===== config.mk =====
export PLATFORM = sky130hd
export DESIGN_NAME = exec_cc_stage
export DESIGN_NICKNAME = d
export VERILOG_FILES = /design/src/rtl/exec_cc_stage.sv
export SDC_FILE = /design/constraint.sdc
export NUM_CORES = 1
export LEC_CHECK = 0
export CAP_MARGIN = 20
export CORE_AREA = 5 5 88 90
export CTS_CLUSTER_SIZE = 24
export DETAILED_ROUTE_END_ITERATION = 10
export DIE_AREA = 0 0 93 95
export PLACE_DENSITY = 0.79
export SYNTH_ARGS = -nofsm -noshare
export SYNTH_HDL_FRONTEND = slang
export SYNTH_SLANG_ARGS = --single-unit

===== constraint.sdc =====
create_clock -name clk -period 1.2 [get_ports clk]
set_input_delay 0.18 -clock clk [delete_from_list [all_inputs] [get_ports clk]]
set_output_delay 0.18 -clock clk [all_outputs]
set_load 0.01 [all_outputs]

===== src/rtl/exec_cc_stage.sv =====
// exec_cc_stage -- execute-stage condition-code register and execute->memory
// pipeline register.
//
// Condition codes (zf/sf/of) are derived from the ALU result and latched when
// a valid OPq instruction sits in execute and the stage is not stalled. The
// branch/cmov condition e_cnd is decoded from the *registered* flags, so a
// compare followed immediately by a jXX sees the flags one cycle later.
//
// Optional build macro: EXC_CC_GUARD_EN
//   When defined, adds input exc_inhibit. An exception further down the pipe
//   (memory/write-back) then blocks any condition-code update.

module exec_cc_stage #(
    parameter int WIDTH = 64
) (
    input  logic             clk,
    input  logic             rst,
    input  logic             e_valid,
    input  logic             set_cc,
    input  logic [WIDTH-1:0] alu_result,
    input  logic             alu_overflow,
    input  logic [3:0]       ifun,
    input  logic             stall,
    input  logic             bubble,
`ifdef EXC_CC_GUARD_EN
    input  logic             exc_inhibit,
`endif
    output logic             zf,
    output logic             sf,
    output logic             of,
    output logic             e_cnd,
    output logic [WIDTH-1:0] m_valE,
    output logic             m_cnd,
    output logic             m_valid
);

    // Condition function encoding used by jXX / cmovXX.
    localparam logic [3:0] C_YES = 4'd0;
    localparam logic [3:0] C_LE  = 4'd1;
    localparam logic [3:0] C_L   = 4'd2;
    localparam logic [3:0] C_E   = 4'd3;
    localparam logic [3:0] C_NE  = 4'd4;
    localparam logic [3:0] C_GE  = 4'd5;
    localparam logic [3:0] C_G   = 4'd6;

    // Evaluate a condition function against a set of flags; unused codes are false.
    function automatic logic cond_eval(input logic [3:0] fn, input logic z,
                                       input logic s, input logic o);
        logic lt;
        logic res;
        lt = s ^ o;
        case (fn)
            C_YES:   res = 1'b1;
            C_LE:    res = lt | z;
            C_L:     res = lt;
            C_E:     res = z;
            C_NE:    res = ~z;
            C_GE:    res = ~lt;
            C_G:     res = ~lt & ~z;
            default: res = 1'b0;
        endcase
        return res;
    endfunction

    logic             zf_q, sf_q, of_q;
    logic             zf_d, sf_d, of_d;
    logic             cc_we_s;
    logic             e_cnd_s;
    logic [WIDTH-1:0] m_vale_q, m_vale_d;
    logic             m_cnd_q, m_cnd_d;
    logic             m_valid_q, m_valid_d;

    // CC write enable: valid OPq in execute, not stalled (and not inhibited if guarded).
`ifdef EXC_CC_GUARD_EN
    assign cc_we_s = e_valid & set_cc & ~stall & ~exc_inhibit;
`else
    assign cc_we_s = e_valid & set_cc & ~stall;
`endif

    // Next-state condition codes: load from the ALU result or hold.
    always_comb begin
        zf_d = zf_q;
        sf_d = sf_q;
        of_d = of_q;
        if (cc_we_s) begin
            zf_d = (alu_result == {WIDTH{1'b0}});
            sf_d = alu_result[WIDTH-1];
            of_d = alu_overflow;
        end else begin
            zf_d = zf_q;
            sf_d = sf_q;
            of_d = of_q;
        end
    end

    // Branch condition decoded from the already-registered flags (one-cycle CC latency).
    always_comb begin
        e_cnd_s = cond_eval(ifun, zf_q, sf_q, of_q);
    end

    // Next-state memory-stage register: stall holds, bubble inserts a NOP, else advance.
    always_comb begin
        m_vale_d  = m_vale_q;
        m_cnd_d   = m_cnd_q;
        m_valid_d = m_valid_q;
        if (stall) begin
            m_vale_d  = m_vale_q;
            m_cnd_d   = m_cnd_q;
            m_valid_d = m_valid_q;
        end else if (bubble) begin
            m_vale_d  = {WIDTH{1'b0}};
            m_cnd_d   = 1'b0;
            m_valid_d = 1'b0;
        end else begin
            m_vale_d  = alu_result;
            m_cnd_d   = e_cnd_s;
            m_valid_d = e_valid;
        end
    end

    // Condition-code register; reset leaves the "result was zero" state.
    always_ff @(posedge clk) begin
        if (rst) begin
            zf_q <= 1'b1;
            sf_q <= 1'b0;
            of_q <= 1'b0;
        end else begin
            zf_q <= zf_d;
            sf_q <= sf_d;
            of_q <= of_d;
        end
    end

    // Execute->memory pipeline register; reset has priority over stall/bubble.
    always_ff @(posedge clk) begin
        if (rst) begin
            m_vale_q  <= {WIDTH{1'b0}};
            m_cnd_q   <= 1'b0;
            m_valid_q <= 1'b0;
        end else begin
            m_vale_q  <= m_vale_d;
            m_cnd_q   <= m_cnd_d;
            m_valid_q <= m_valid_d;
        end
    end

    assign zf      = zf_q;
    assign sf      = sf_q;
    assign of      = of_q;
    assign e_cnd   = e_cnd_s;
    assign m_valE  = m_vale_q;
    assign m_cnd   = m_cnd_q;
    assign m_valid = m_valid_q;

endmodule


==> metrics.cfg <==
[route]
drcViolationCount = 0
wl_um = 8640
vias = 2704
wl_per_cell_um = 16.6
drtAntennaViolNets = 0
drt_first_iter_violations = 94
dr.pass1.iters = 4
vias_per_cell = 5.21

[setup_path]
critPathKind = flop to output port
cp_cell_sequence = xnor2_2 -> mux2i_1 -> a2bb2oi_2 -> nor2_1 -> buf_2
max_stage_delay_ps = 330
crit_family = flip-flops
cp_data_arrival_time_ps = 1390
worst_r2r_path_depth = 4
r2r_end = m_cnd
crit_buf_inv = 1
cp_slowest_cell = dfxtp_2
reg2reg_slack_ps = 160
crit_fanout = 2
crit_required_ps = 1020
cp-start-kind = flop
crit_path_end_kind = output port
rr_startpoint = sf

[synth]
yosysTopAreaCellShare = 0.547
ys_warn_count = 0
ys_seq_elements = 69
ys_seq_area_frac = 0.547
synth_edf_count = 0
synth_common_cells = dfxtp_1 (69), nor2_1 (69), a22oi_1 (63)
syn_nets = 343
syn_avg_cell_area_um2 = 9.42
synthCells = 268
yosys.area.top_type = dfxtp_1
yosys-top-cells-area = dfxtp_1 (55%), a22oi_1 (19%), nor2_1 (10%), nor4_1 (4.0%), buf_2 (2.4%)
synth_area_um2 = 2520
postSynth.asyncResetShare = 0
ys_types = 24
synth_top_flop_cell = dfxtp_1

[pwr]
peakVddDrop_v = 0.000569
total_power_mw = 5.20
leakage_nw = 2.21
p_per_area_nw_per_um2 = 1160

[floorplanning]
core_um2 = 6980
start_util = 0.362
rows = 31
die_area_um2 = 8840
die_x_um = 93
die_h_um = 95
pin_count = 145

[clocking]
clkTransAtPathRegs_ps = 70
cts_root_buf = clkbuf_8
cts_tree = yes
hold_buffers = 0
clock_sinks = 69
numCtsBuffers = 9
worstSkewPairLatency_ps = 320
ctsLongestPathBuffers = 2
h-tree-depth = 3

[placement]
gp_congestion = 0.780
detailedPlace.worstSlack_ps = -708
io_buffers = 144
dp_hpwl_um = 6380

[min_path]
hold-path-endpoint = m_valE[28]
min-delay-start = alu_result[28]
hold_class = primary input to flop
hold_depth = 3

[timing]
setup_viol = 1
min_period_ps = 1570
hold-worst-slack_ps = 125
min_period_over_period = 1.31
tightest_slew_ps = 336
worst_slack_ps = -369
rsz0062_at_grt = yes
relSlewSlack = 0.774
finalHoldViolations = 0
maxSlewViolCount = 0
clock_skew_ps = 2.26
clock.fmax_mhz = 637

[status]
violations = negative setup slack
status = complete, but fails checks

[global_route]
first_global_vias = 2843
grt_use_total = 0.193
grt_first_pass_wirelength_um = 13500
grt_max_degree = 47
grt-ovfl-total = 0
antenna_found_initial = 0

[final_layout]
syn2layout_area_growth_pct = 78.0
drive_gt1_frac = 0.172
diodes = 0
fin_nets = 507

[run]
cap_violations = 0

==> metal layers <==
metal  track usage  vias to the layer above  share of wire
met3        0.0430                       16          0.057
li1              -                     1304              -
met5             0                        -              0
met4        0.0891                        0          0.024
met2         0.349                       92           0.51
met1         0.215                     1292           0.41
==> state kept, by name (all words and copies together) (netlist names) <==
register,count
m_valE,64
m_cnd,1
m_valid,1
of,1
sf,1
zf,1
==> power by group <==
group / switching, mW / total (mW) / leakage (nW) / internal, mW
Sequential: 0.0441 / 2.42 / 0.564 / 2.38
Clock: 0.815 / 1.94 / 0.106 / 1.13
Combinational: 0.381 / 0.834 / 1.54 / 0.454
Total: 1.24 / 5.20 / 2.21 / 3.96
==> cell families (layout without fill, tap and decap cells) <==
kind of cell | count (synthesis) | after routing | synth area share
AND/OR/NAND/NOR | 102 | 102 | 0.191
AO/OA/AOI/OAI | 70 | 70 | 0.206
flip-flops | 69 | 69 | 0.547
buffers and inverters | 23 | 192 | 0.0401
multiplexers | 3 | 3 | 0.0119
XOR/XNOR | 1 | 1 | 0.00347
==> layout make-up <==
class,instances,area [um2]
clock buffer,13,169
tap,82,103
sequential,69,1390
inverter,1,3.75
multi-input combinational,176,1150
fill,596,2490
timing repair buffer,175,1640
clock inverter,3,42.5
==> layout by cell type (no fill, tap or decap), drive strengths merged <==
cell type / synthesis / routed
clkinv: 0 / 1
nand2: 5 / 5
nor4: 17 / 17
nand2b: 2 / 2
xnor2: 1 / 1
dfxtp: 69 / 69
o22ai: 1 / 1
mux2i: 3 / 3
a22oi: 63 / 63
nand4: 3 / 3
nor2: 70 / 70
a221o: 1 / 1
o211ai: 1 / 1
a21oi: 3 / 3
buf: 13 / 37
nor3b: 2 / 2
nand3b: 2 / 2
bufinv: 0 / 1
dlygate4sd2: 0 / 74
or4: 1 / 1
clkdlybuf4s50: 0 / 38
inv: 1 / 1
clkinvlp: 0 / 1
clkbuf: 9 / 16
a2bb2oi: 1 / 1
dlymetal6s2s: 0 / 23
==> timing repair <==
item,in CTS,in global routing
resized for setup,106,35
pin swaps,11,15
setup buffers,0,0
setup endpoints to repair,71,3
==> how the worst max path moves through the flow <==
| stage | from | to | cells after the start |
|---|---|---|---|
| final | sf | e_cnd | 5 |
| after global routing | sf | e_cnd | 5 |
| after CTS | sf | e_cnd | 5 |
| after detailed placement | ifun[0] | e_cnd | 6 |
| after global placement | ifun[0] | e_cnd | 6 |
| after floorplan | of | e_cnd | 4 |
==> worst register-to-register path, cell delays in order (launching register included) <==
cell and delay [ps]:
dfxtp_2 330, xnor2_2 140, a21oi_1 190, a2bb2oi_2 180, o22ai_1 80
==> metrics by stage <==
step | area (um2) | setup TNS, ps | cells | utilization
2_1_floorplan | 2520 | 0 | 268 | -
5_1_grt | 4500 | -504 | 519 | 0.644
3_3_place_gp | 4250 | -9110 | 504 | 0.609
6_report | 4500 | -369 | 519 | 0.644
4_1_cts | 4430 | -373 | 520 | 0.634
3_5_place_dp | 4250 | -10390 | 504 | 0.609
(Power assumes the default switching activity.)
